$ cat config.mk
export PLATFORM = sky130hd
export DESIGN_NAME = pr_bus_arbiter_flat
export DESIGN_NICKNAME = d
export VERILOG_FILES = /design/src/rtl/pr_bus_arbiter_if.sv /design/src/rtl/pr_bus_arbiter.sv /design/src/flat_wrapper.sv
export SDC_FILE = /design/constraint.sdc
export NUM_CORES = 1
export LEC_CHECK = 0
export BUFFER_PORTS_ARGS = -buffer_cell sky130_fd_sc_hd__clkbuf_2
export CORE_AREA = 2 2 133 135
export DETAILED_ROUTE_END_ITERATION = 16
export DIE_AREA = 0 0 135 137
export GPL_ROUTABILITY_DRIVEN = 0
export SLEW_MARGIN = 20
export SYNTH_ARGS = -nofsm -noshare
export SYNTH_HDL_FRONTEND = slang
export SYNTH_SLANG_ARGS = --single-unit
$ cat constraint.sdc
create_clock -name clk -period 3.65 [get_ports clk]
set_input_delay 0.1825 -clock clk [delete_from_list [all_inputs] [get_ports clk]]
set_output_delay 0.1825 -clock clk [all_outputs]
set_load 0.01 [all_outputs]
$ cat src/rtl/pr_bus_arbiter_if.sv
// pr_bus_arbiter_if: master-side requests, device-side strobes and interrupt vector of the bridge
interface pr_bus_arbiter_if;
  logic        m0_req, m1_req;
  logic [31:0] m0_addr, m1_addr, m0_wdata, m1_wdata;
  logic        m0_we, m1_we;
  logic        m0_ack, m1_ack;
  logic [31:0] m0_rdata, m1_rdata;
  logic        gnt;
  logic [2:0]  dev_sel;
  logic [1:0]  dev_addr;
  logic [31:0] dev_wdata;
  logic        dev_we;
  logic [31:0] dev_rdata0, dev_rdata1, dev_rdata2;
  logic [2:0]  dev_irq;
  logic [5:0]  hwint;
  logic        bus_err;
  modport slave (
    input  m0_req, m1_req, m0_addr, m1_addr, m0_wdata, m1_wdata, m0_we, m1_we,
           dev_rdata0, dev_rdata1, dev_rdata2, dev_irq,
    output m0_ack, m1_ack, m0_rdata, m1_rdata, gnt, dev_sel, dev_addr, dev_wdata, dev_we, hwint, bus_err
  );
  modport master (
    output m0_req, m1_req, m0_addr, m1_addr, m0_wdata, m1_wdata, m0_we, m1_we,
           dev_rdata0, dev_rdata1, dev_rdata2, dev_irq,
    input  m0_ack, m1_ack, m0_rdata, m1_rdata, gnt, dev_sel, dev_addr, dev_wdata, dev_we, hwint, bus_err
  );
endinterface

$ cat src/rtl/pr_bus_arbiter.sv
// pr_bus_arbiter: round-robin two-master bridge to three memory-mapped devices with fixed wait states
module pr_bus_arbiter #(
  parameter int WAIT_CYCLES = 1
) (
  input logic clk,
  input logic rst,
  pr_bus_arbiter_if.slave bus
);
  typedef enum logic [1:0] {IDLE, ACCESS, DONE} state_t;
  state_t state;
  logic [3:0] cnt;
  logic last_gnt, pick;
  logic [31:0] rdata, addr, rd;
  logic [2:0] sel;
  logic unused_addr;
  always_comb begin
    pick = bus.m0_req && bus.m1_req ? ~last_gnt : bus.m1_req;
    addr = pick ? bus.m1_addr : bus.m0_addr;
    // the fourth word of each timer window is a hole in the map
    sel = addr[31:16] != 16'h0 || addr[3:2] == 2'd3 ? 3'b000 :
          addr[15:4] == 12'h7F0 ? 3'b001 :
          addr[15:4] == 12'h7F1 ? 3'b010 :
          addr[15:2] == 14'h1FC8 ? 3'b100 : 3'b000;
    rd = bus.dev_sel[0] ? bus.dev_rdata0 :
         bus.dev_sel[1] ? bus.dev_rdata1 :
         bus.dev_sel[2] ? bus.dev_rdata2 : 32'h0;
  end
  assign unused_addr = ^addr[1:0];
  assign bus.m0_rdata = rdata;
  assign bus.m1_rdata = rdata;
  always_ff @(posedge clk or posedge rst) begin
    if (rst) begin
      state <= IDLE;
      cnt <= 4'd0;
      last_gnt <= 1'b1;
      rdata <= 32'h0;
      bus.gnt <= 1'b0;
      bus.dev_sel <= 3'b000;
      bus.dev_addr <= 2'd0;
      bus.dev_wdata <= 32'h0;
      bus.dev_we <= 1'b0;
      bus.m0_ack <= 1'b0;
      bus.m1_ack <= 1'b0;
      bus.bus_err <= 1'b0;
      bus.hwint <= 6'd0;
    end else begin
      bus.hwint <= {3'b000, bus.dev_irq};
      case (state)
        IDLE: if (bus.m0_req || bus.m1_req) begin
          state <= ACCESS;
          bus.gnt <= pick;
          last_gnt <= pick;
          bus.dev_sel <= sel;
          bus.dev_addr <= addr[3:2];
          bus.dev_wdata <= pick ? bus.m1_wdata : bus.m0_wdata;
          bus.dev_we <= (pick ? bus.m1_we : bus.m0_we) && sel != 3'b000;
          cnt <= 4'(WAIT_CYCLES);
        end
        ACCESS: begin
          bus.dev_we <= 1'b0;
          if (cnt == 4'd0) begin
            state <= DONE;
            rdata <= rd;
            bus.dev_sel <= 3'b000;
            bus.m0_ack <= ~bus.gnt;
            bus.m1_ack <= bus.gnt;
            bus.bus_err <= bus.dev_sel == 3'b000;
          end else cnt <= cnt - 4'd1;
        end
        DONE: begin
          state <= IDLE;
          bus.m0_ack <= 1'b0;
          bus.m1_ack <= 1'b0;
          bus.bus_err <= 1'b0;
        end
        default: state <= IDLE;
      endcase
    end
  end
endmodule

$ cat src/flat_wrapper.sv
// flat-port wrapper written by rule: the top's interface ports become plain ports
module pr_bus_arbiter_flat 
#(
  parameter int WAIT_CYCLES = 1
)
  (clk, rst, bus_m0_req, bus_m1_req, bus_m0_addr, bus_m1_addr, bus_m0_wdata, bus_m1_wdata, bus_m0_we, bus_m1_we, bus_dev_rdata0, bus_dev_rdata1, bus_dev_rdata2, bus_dev_irq, bus_m0_ack, bus_m1_ack, bus_m0_rdata, bus_m1_rdata, bus_gnt, bus_dev_sel, bus_dev_addr, bus_dev_wdata, bus_dev_we, bus_hwint, bus_bus_err);
  pr_bus_arbiter_if bus_i ();
  input logic clk;
  input logic rst;
  input wire logic [$bits(bus_i.m0_req)-1:0] bus_m0_req;
  input wire logic [$bits(bus_i.m1_req)-1:0] bus_m1_req;
  input wire logic [$bits(bus_i.m0_addr)-1:0] bus_m0_addr;
  input wire logic [$bits(bus_i.m1_addr)-1:0] bus_m1_addr;
  input wire logic [$bits(bus_i.m0_wdata)-1:0] bus_m0_wdata;
  input wire logic [$bits(bus_i.m1_wdata)-1:0] bus_m1_wdata;
  input wire logic [$bits(bus_i.m0_we)-1:0] bus_m0_we;
  input wire logic [$bits(bus_i.m1_we)-1:0] bus_m1_we;
  input wire logic [$bits(bus_i.dev_rdata0)-1:0] bus_dev_rdata0;
  input wire logic [$bits(bus_i.dev_rdata1)-1:0] bus_dev_rdata1;
  input wire logic [$bits(bus_i.dev_rdata2)-1:0] bus_dev_rdata2;
  input wire logic [$bits(bus_i.dev_irq)-1:0] bus_dev_irq;
  output wire logic [$bits(bus_i.m0_ack)-1:0] bus_m0_ack;
  output wire logic [$bits(bus_i.m1_ack)-1:0] bus_m1_ack;
  output wire logic [$bits(bus_i.m0_rdata)-1:0] bus_m0_rdata;
  output wire logic [$bits(bus_i.m1_rdata)-1:0] bus_m1_rdata;
  output wire logic [$bits(bus_i.gnt)-1:0] bus_gnt;
  output wire logic [$bits(bus_i.dev_sel)-1:0] bus_dev_sel;
  output wire logic [$bits(bus_i.dev_addr)-1:0] bus_dev_addr;
  output wire logic [$bits(bus_i.dev_wdata)-1:0] bus_dev_wdata;
  output wire logic [$bits(bus_i.dev_we)-1:0] bus_dev_we;
  output wire logic [$bits(bus_i.hwint)-1:0] bus_hwint;
  output wire logic [$bits(bus_i.bus_err)-1:0] bus_bus_err;
  assign bus_i.m0_req = bus_m0_req;
  assign bus_i.m1_req = bus_m1_req;
  assign bus_i.m0_addr = bus_m0_addr;
  assign bus_i.m1_addr = bus_m1_addr;
  assign bus_i.m0_wdata = bus_m0_wdata;
  assign bus_i.m1_wdata = bus_m1_wdata;
  assign bus_i.m0_we = bus_m0_we;
  assign bus_i.m1_we = bus_m1_we;
  assign bus_i.dev_rdata0 = bus_dev_rdata0;
  assign bus_i.dev_rdata1 = bus_dev_rdata1;
  assign bus_i.dev_rdata2 = bus_dev_rdata2;
  assign bus_i.dev_irq = bus_dev_irq;
  assign bus_m0_ack = bus_i.m0_ack;
  assign bus_m1_ack = bus_i.m1_ack;
  assign bus_m0_rdata = bus_i.m0_rdata;
  assign bus_m1_rdata = bus_i.m1_rdata;
  assign bus_gnt = bus_i.gnt;
  assign bus_dev_sel = bus_i.dev_sel;
  assign bus_dev_addr = bus_i.dev_addr;
  assign bus_dev_wdata = bus_i.dev_wdata;
  assign bus_dev_we = bus_i.dev_we;
  assign bus_hwint = bus_i.hwint;
  assign bus_bus_err = bus_i.bus_err;
  pr_bus_arbiter #(.WAIT_CYCLES(WAIT_CYCLES)) u_core (.clk(clk), .rst(rst), .bus(bus_i));
endmodule
==> results by group, run 1 <==
Clock network
  • Clk root buf: clkbuf_16
  • Clk slew on worst S/H paths: 0.07 ns
  • Clock sinks: 84
  • TritonCTS clock tree: yes
  • # resized after CTS: 0
  • CTS H-tree depth: 3
  • Clk_lat worst skew: 0.34 ns
  • Clk buf depth: 2
  • TritonCTS Buffers: 9

Setup path
  • Critical Path Fanout Max: 39
  • Crit path DAT: 2.50 ns
  • Worst path required time: 3.88 ns
  • Endpoint type of the worst setup path: flip-flop
  • Setup CP Type: reg2reg
  • Crit path launch: u_core.cnt[1]
  • Reg-to-Reg Start: u_core.cnt[1]
  • CP Launch Type: flip-flop

Yosys
  • Netlist cell types: 45
  • Post-synth EDFFs: 0
  • Yosys warns: 0
  • Ys async rst share: 100%
  • Post-synth top area cell: dfrtp_1
  • Top FF cell, synth: dfrtp_1
  • Mean Syn Cell Area: 9.09 um^2
  • Syn Std Cell Area: 4580 um^2
  • Register area share after synthesis: 45.9%
  • Syn Inst Count: 504
  • Post-synth top area share: 45.3%
  • Top cells by area, synth: dfrtp_1 (45%), o21ai_1 (7.6%), mux2i_1 (7.4%)
  • #FFs+latches synth: 84

Floorplanning
  • Starting density of the core: 26.9%
  • Core Rows: 48
  • DIE HEIGHT: 137 um
  • Die W: 135 um
  • Full die area: 18500 um^2
  • Io pins: 345
  • Core area: 17100 um^2

STA
  • Final Hold Fails: 0
  • Fmax: 0.440 GHz
  • Min Clock Period, post-route: 2.27 ns
  • Fin. max-slew vios: 0
  • Max Clock Skew: 0.0106 ns
  • Worst-Margin Slew: 1.08 ns
  • RSZ-0062 raised after global routing: false
  • Setup-failing EPs final: 0
  • Worst rel slew slack: 27.8%
  • Fin crit share: 62.2%
  • Setup TNS: 0 ns

Drt
  • Iter 0 DRT Violations: 108
  • Final WL: 15.0 mm
  • WL/cell: 14.6 um
  • Routed vias: 4570
  • Post-route ant nets: 0
  • First-pass DRT Iterations: 4
  • Via density: 4.45
  • Drt drc: 0

Place
  • Final HPWL DP: 11.9 mm
  • Buffers added on ports: 337

Global routing
  • Antenna violations before repair: 1
  • First-pass GRT wire length: 21.9 mm
  • Gr ovfl total: 0
  • Pin count of the biggest net entering global routing: 59
  • GRT Overall Usage: 15.5%
  • Vias in the first global route: 4245

Layout
  • Final nets: 1032
  • Area grow syn2layout: 42.4%
  • Most frequent cells in the layout: clkbuf_2 (337), dfrtp_1 (82), nand2_1 (78)
  • Commonest non-fill, non-tap cell in the layout: clkbuf_2
  • Share of layout cells above drive strength 1: 47.4%

Worst hold path
  • Hold WC Path Type: in2reg
  • Hold Crit Start: bus_m0_wdata[5]

Power and ir drop
  • Worst IR Drop VDD: 281 uV
  • Total power: 0.00343 W
  • Leakage: 3.43 nW
  • PD cells: 526 nW/um^2

Job
  • Total of max-cap violations: 0

Status
  • Outcome: finished clean
-- registers in the layout, summed over array words and instances (netlist names), 2 cells and up --
register / cells
u_core.bus.dev_addr: 2
u_core.bus.dev_sel: 3
u_core.bus.dev_wdata: 32
u_core.bus.hwint: 3
u_core.bus.m0_rdata: 32
u_core.cnt: 4
u_core.state: 2
-- path summary, 6_finish.rpt --
kind,cells after the start,to,slack (ns)
max in group asynchronous,4,u_core.bus.m0_rdata[8],2.26
hold / removal,3,u_core.bus.dev_wdata[5],0.11
min in group asynchronous,3,u_core.bus.hwint[2],0.50
setup reg to reg,6,u_core.bus.bus_err,1.38
hold reg to reg,2,u_core.bus.dev_wdata[4],0.49
setup / recovery,6,u_core.bus.bus_err,1.38
-- per-layer routing --
| metal | global-route usage [%] | share of wire [%] |
|---|---|---|
| met5 | 0 | 0 |
| met2 | 27.8 | 50 |
| met3 | 4.07 | 9.2 |
| met1 | 17.8 | 39 |
| met4 | 5.84 | 1.6 |
-- layout make-up --
cell class	count	area, um^2
Multi-Input combinational cell	347	2010
Antenna cell	1	2.50
Timing Repair Buffer	350	1810
Sequential cell	84	2100
Fill cell	1792	10500
Tap cell	225	282
Inverter	5	21.3
Clock buffer	11	243
Clock inverter	5	45.0
-- critical path: stages, from the launching register on --
cell      delay (ns)
dfrtp_1         0.39
inv_1           0.10
ha_1            0.15
nor3b_1         0.34
nand2b_2        0.45
buf_4           0.41
o41ai_1         0.28
-- where the power goes --
group | total, W | internal [W] | switching (W)
clock network | 0.000884 | 0.000490 | 0.000395
logic | 0.00123 | 0.000500 | 0.000725
registers | 0.00132 | 0.00118 | 0.000144
-- Yosys cell counts, types with 6 or more instances --
library cell,instances
a22oi_1,31
dfrtp_1,83
mux2i_1,34
nor2_1,39
buf_4,35
nand2_1,78
nor4_1,8
clkbuf_1,19
nand3_1,7
o21ai_1,70
buf_2,6
a21oi_1,35
-- what timing repair did --
item | in CTS | in global routing
buffers inserted | 0 | 0
endpoints found under the hold margin | 29 | 0
hold buffers | 4 | 0
-- cells by family after synthesis --
family                     Yosys count  share of synthesized area (%)
xor gates and xnor gates             2                          0.382
DFF                                 84                           45.9
muxes                               34                           7.43
AOI/OAI and AO/OA                  152                           19.5
buffers and inverters               75                           10.9
and+or+nand+nor                    154                           15.3
adders and majority gates            2                          0.546
other                                1                         0.0818
-- through the flow --
step           std cells  hold slack, ns  instance area, um^2  utilization [%]  worst slack (ns)
2_1_floorplan        506           0.214                 4590                -              1.30
3_3_place_gp        1006           0.291                 6170             36.2              1.41
3_5_place_dp        1006           0.294                 6170             36.2              1.37
4_1_cts             1026          0.0857                 6490             38.1              1.35
5_1_grt             1028           0.113                 6520             38.2              1.10
6_report            1028           0.107                 6520             38.2              1.38
Note: power is estimated with default switching activity, not from simulation.
==> inputs of run 2 (changes only) <==
- CORE_AREA: 2 2 133 135 -> 2 2 134 136
- DIE_AREA: 0 0 135 137 -> 0 0 136 138
- clock period: 3.65 -> 2.2 ns (I/O delays scaled with it)
==> run 2 against run 1 <==
Cell count up 0.58%. Cell area grew 1.7%. Fmax grew 29%. Die area increased by 1.5%. Power increased by 74%. Combinational power is 65% higher. Critical endpoint unchanged. Largest power group unchanged.
==> results by group, run 2 (synthesis results as in run 1) <==
Floorplanning
  • Io pins: 345
  • DIE HEIGHT: 138 um
  • Die W: 136 um
  • Full die area: 18800 um^2
  • Core area: 17500 um^2
  • Starting density of the core: 26.1%
  • Core Rows: 49

Job
  • Total of max-cap violations: 0

STA
  • Final Hold Fails: 0
  • Setup-failing EPs final: 0
  • Worst-Margin Slew: 0.546 ns
  • Fin. max-slew vios: 0
  • Setup TNS: 0 ns
  • RSZ-0062 raised after global routing: false
  • Min Clock Period, post-route: 1.77 ns
  • Fin crit share: 80.2%
  • Worst rel slew slack: 63.4%
  • Max Clock Skew: 0.00893 ns
  • Fmax: 0.567 GHz

Power and ir drop
  • Leakage: 3.47 nW
  • PD cells: 900 nW/um^2
  • Total power: 0.00597 W
  • Worst IR Drop VDD: 475 uV

Global routing
  • Antenna violations before repair: 0
  • Vias in the first global route: 4315
  • Met2 Use GR: 26.9%
  • GRT Overall Usage: 15.2%
  • Gr busiest metal: met2
  • Met3 usage: 3.23%
  • Met1 Track Usage GR: 17.8%
  • Pin count of the biggest net entering global routing: 52
  • First-pass GRT wire length: 22.0 mm
  • Gr ovfl total: 0

Layout
  • Area grow syn2layout: 44.8%
  • Most frequent cells in the layout: clkbuf_2 (337), dfrtp_1 (82), nand2_1 (78)
  • Final nets: 1035
  • Area taken by multi-input logic gates: 2010 um^2
  • Non-Filler Instances: 1034
  • Register Area: 2100 um^2
  • Fill cell count: 1833
  • Share of layout cells above drive strength 1: 47.6%
  • Final instance area: 6630 um^2
  • Commonest non-fill, non-tap cell in the layout: clkbuf_2
  • Ant diodes: 0

Setup path
  • Endpoint type of the worst setup path: flip-flop
  • Worst path slowest cell: dfrtp_1
  • Worst path required time: 2.41 ns
  • Crit-path cells: inv_1 > ha_1 > nor3b_1 > nand2b_2 > buf_4 > nand3_1 > o41ai_1
  • CP Launch Type: flip-flop
  • Critical Path Fanout Max: 34
  • Setup CP Type: reg2reg
  • Crit path DAT: 1.97 ns
  • Slowest stage delay, CP: 0.40 ns

Clock network
  • # resized after CTS: 0
  • Clk slew on worst S/H paths: 0.07 ns
  • Clk root buf: clkbuf_16
  • TritonCTS Buffers: 9
  • CTS H-tree depth: 3
  • Setup Buffers After CTS: 0
  • Clk_lat worst skew: 0.34 ns
  • Clock sinks: 84
  • TritonCTS clock tree: yes
  • Clk buf depth: 2

Place
  • Final HPWL DP: 11.6 mm
  • Placed insts: 1014
  • Buffers added on ports: 337
  • Post-placement cell area: 6250 um^2

Drt
  • Post-route ant nets: 0
  • Final WL: 14.6 mm
  • First-pass DRT Iterations: 4
  • Iter 0 DRT Violations: 134
  • Drt drc: 0
  • WL/cell: 14.1 um
  • Routed vias: 4611
  • Via density: 4.46

Worst hold path
  • Hold WC Path Type: in2reg

Status
  • Outcome: finished clean
## run 2: cell type report
| type | instances | share of cell area (%) |
|---|---|---|
| sequential | 84 | 31.7 |
| multi-input combinational | 347 | 30.3 |
| timing repair buffer | 353 | 28.1 |
| tap | 229 | 4.32 |
| clock buffer | 10 | 3.45 |
| clock inverter | 6 | 1.70 |
| inverter | 5 | 0.339 |
## run 2: what timing repair did
action | in CTS | in global routing
setup endpoints to repair | 0 | 0
hold buffers | 4 | 0
hold endpoints to repair | 86 | 0
## run 2: worst paths after layout
| path | startpoint | endpoint | slack [ns] | cells after the start |
|---|---|---|---|---|
| min in group asynchronous | rst | u_core.bus.hwint[0] | 0.38 | 4 |
| max in group asynchronous | rst | u_core.last_gnt | 1.48 | 4 |
| min reg2reg | u_core.bus.dev_wdata[4] | u_core.bus.dev_wdata[4] | 0.49 | 2 |
| max reg2reg | u_core.cnt[0] | u_core.bus.bus_err | 0.43 | 7 |
| max | u_core.cnt[0] | u_core.bus.bus_err | 0.43 | 7 |
| min | bus_dev_rdata0[1] | u_core.bus.m0_rdata[1] | 0.04 | 3 |
## run 2: worst max-delay path: cells and delay by family (launching register included)
kind            cells  cell delay [ns]
simple gates        3             0.66
flops               1             0.40
buf+inv             2             0.36
fa+ha+maj           1             0.14
compound gates      1             0.06
## run 2: metrics by stage
step	util [%]	setup slack [ns]	hold WS (ns)
2_1_floorplan	-	0.619	0.141
3_3_place_gp	35.7	0.443	0.187
3_5_place_dp	35.7	0.447	0.187
4_1_cts	37.8	0.424	0.0135
5_1_grt	37.8	0.211	0.0323
6_report	37.8	0.435	0.0351
## run 2: metal layers
layer	vias up	routed length, um
li1	2335	-
met1	2041	5970
met2	222	7250
met3	13	1180
met4	0	214
met5	-	0
## run 2: power by group
part           switching (W)  leakage (nW)  internal, W  total [W]
combinational        0.00121          2.22     0.000819    0.00203
sequential          0.000228          1.09      0.00196    0.00219
clock               0.000647         0.167      0.00111    0.00176
==> inputs of run 3 (changes only) <==
- clock period: 2.2 -> 1.85 ns (I/O delays scaled with it)
==> run 3 against run 2 <==
Sequential share of layout area is 0.17 points lower. Clock power is 6% higher. Non-clock buffer count stayed put. Largest cell class unchanged. Largest power group unchanged.
==> results by group, run 3 (synthesis results as in run 1) <==
Drt
  • Drt drc: 0
  • Routed vias: 4619
  • Post-route ant nets: 0
  • WL/cell: 14.2 um
  • Iter 0 DRT Violations: 121
  • First-pass DRT Iterations: 4
  • Via density: 4.47
  • Final WL: 14.7 mm

Clock network
  • # resized after CTS: 0
  • CTS H-tree depth: 3
  • Clk slew on worst S/H paths: 0.07 ns
  • Clock sinks: 84
  • Clk_lat worst skew: 0.34 ns
  • TritonCTS clock tree: yes
  • TritonCTS Buffers: 9
  • Clk root buf: clkbuf_16
  • Clk buf depth: 2

STA
  • Final Hold Fails: 0
  • Worst-Margin Slew: 0.652 ns
  • Setup-failing EPs final: 0
  • Fin. max-slew vios: 0
  • Max Clock Skew: 0.00950 ns
  • Setup TNS: 0 ns
  • RSZ-0062 raised after global routing: false
  • Fmax: 0.629 GHz
  • Fin crit share: 86.0%
  • Worst rel slew slack: 56.4%
  • Min Clock Period, post-route: 1.59 ns

Layout
  • Area grow syn2layout: 45.5%
  • Fin util: 38.0%
  • Most frequent cells in the layout: clkbuf_2 (337), dfrtp_1 (82), nand2_1 (78)
  • Ant diodes: 0
  • Non-Filler Instances: 1034
  • Final instance area: 6670 um^2
  • Final nets: 1035
  • Share of layout cells above drive strength 1: 47.6%
  • Commonest non-fill, non-tap cell in the layout: clkbuf_2

Global routing
  • First-pass GRT wire length: 22.5 mm
  • Pin count of the biggest net entering global routing: 75
  • Met3 usage: 3.41%
  • Met2 Use GR: 28.5%
  • GRT Overall Usage: 15.5%
  • Antenna violations before repair: 0
  • Met1 Track Usage GR: 17.4%
  • Gr busiest metal: met2
  • Vias in the first global route: 4428
  • Gr ovfl total: 0

Setup path
  • R2R Setup Slk: 0.26 ns
  • Setup CP Type: reg2reg
  • Worst path required time: 2.09 ns
  • CP Launch Type: flip-flop
  • Endpoint type of the worst setup path: flip-flop
  • Critical Path Fanout Max: 4
  • Crit path DAT: 1.84 ns

Power and ir drop
  • Leakage: 3.48 nW
  • Worst IR Drop VDD: 486 uV
  • PD cells: 1040 nW/um^2

Floorplanning
  • Starting density of the core: 26.1%
  • Full die area: 18800 um^2
  • Die W: 136 um
  • Io pins: 345
  • DIE HEIGHT: 138 um
  • Core Rows: 49
  • Core area: 17500 um^2

Job
  • Total of max-cap violations: 0

Place
  • Post-placement cell area: 6330 um^2
  • Buffers added on ports: 337
  • Placed insts: 1014
  • Final HPWL DP: 11.7 mm

Status
  • Outcome: finished clean

Worst hold path
  • Hold WC Path Type: in2reg
[run 3: metal layers]
| metal | vias up | wire (um) |
|---|---|---|
| li1 | 2324 | - |
| met4 | 0 | 211 |
| met5 | - | 0 |
| met3 | 11 | 1240 |
| met2 | 214 | 7310 |
| met1 | 2070 | 5910 |
[run 3: power by group]
group | leakage (nW) | internal, W | switching [W]
sequential | 1.09 | 0.00233 | 0.000274
clock | 0.142 | 0.00109 | 0.000770
combinational | 2.24 | 0.00106 | 0.00144
[run 3: worst max-delay path, cell delays in order (launching register included)]
cell and delay, ns:
dfrtp_1 0.41, nor2_2 0.30, o21ai_4 0.14, nor4_4 0.30, a41oi_2 0.09, o31ai_1 0.26
[run 3: metrics by stage]
stage          setup slack [ns]  hold slack [ns]  power, W
4_1_cts                   0.236          0.00242   0.00711
5_1_grt                  0.0701           0.0168   0.00750
3_3_place_gp              0.260            0.202   0.00516
2_1_floorplan             0.269            0.124   0.00412
6_report                  0.259           0.0130   0.00696
3_5_place_dp              0.251            0.202   0.00520
[run 3: worst paths after layout]
path	endpoint	start	cells after the start
setup / recovery	u_core.bus.dev_sel[0]	u_core.state[0]	5
max in group asynchronous	u_core.bus.m0_rdata[30]	rst	4
min in group asynchronous	u_core.bus.dev_wdata[0]	rst	3
hold reg to reg	u_core.bus.dev_wdata[9]	u_core.bus.dev_wdata[9]	2
setup reg to reg	u_core.bus.dev_sel[0]	u_core.state[0]	5
hold / removal	u_core.bus.dev_wdata[0]	bus_m0_wdata[0]	3
[run 3: cell type report]
cell class                 count  area, um^2
fill                        1851       10900
sequential                    84        2100
multi-input combinational    347        2010
timing repair buffer         353        1940
tap                          229         287
clock buffer                  11         243
clock inverter                 5        58.8
inverter                       5        22.5
[run 3: timing repair]
action                                  in CTS  in global routing
buffers inserted                             0                  0
endpoints found under the setup margin       0                  0
hold buffers                                 4                  0
hold endpoints to repair                    26                  0
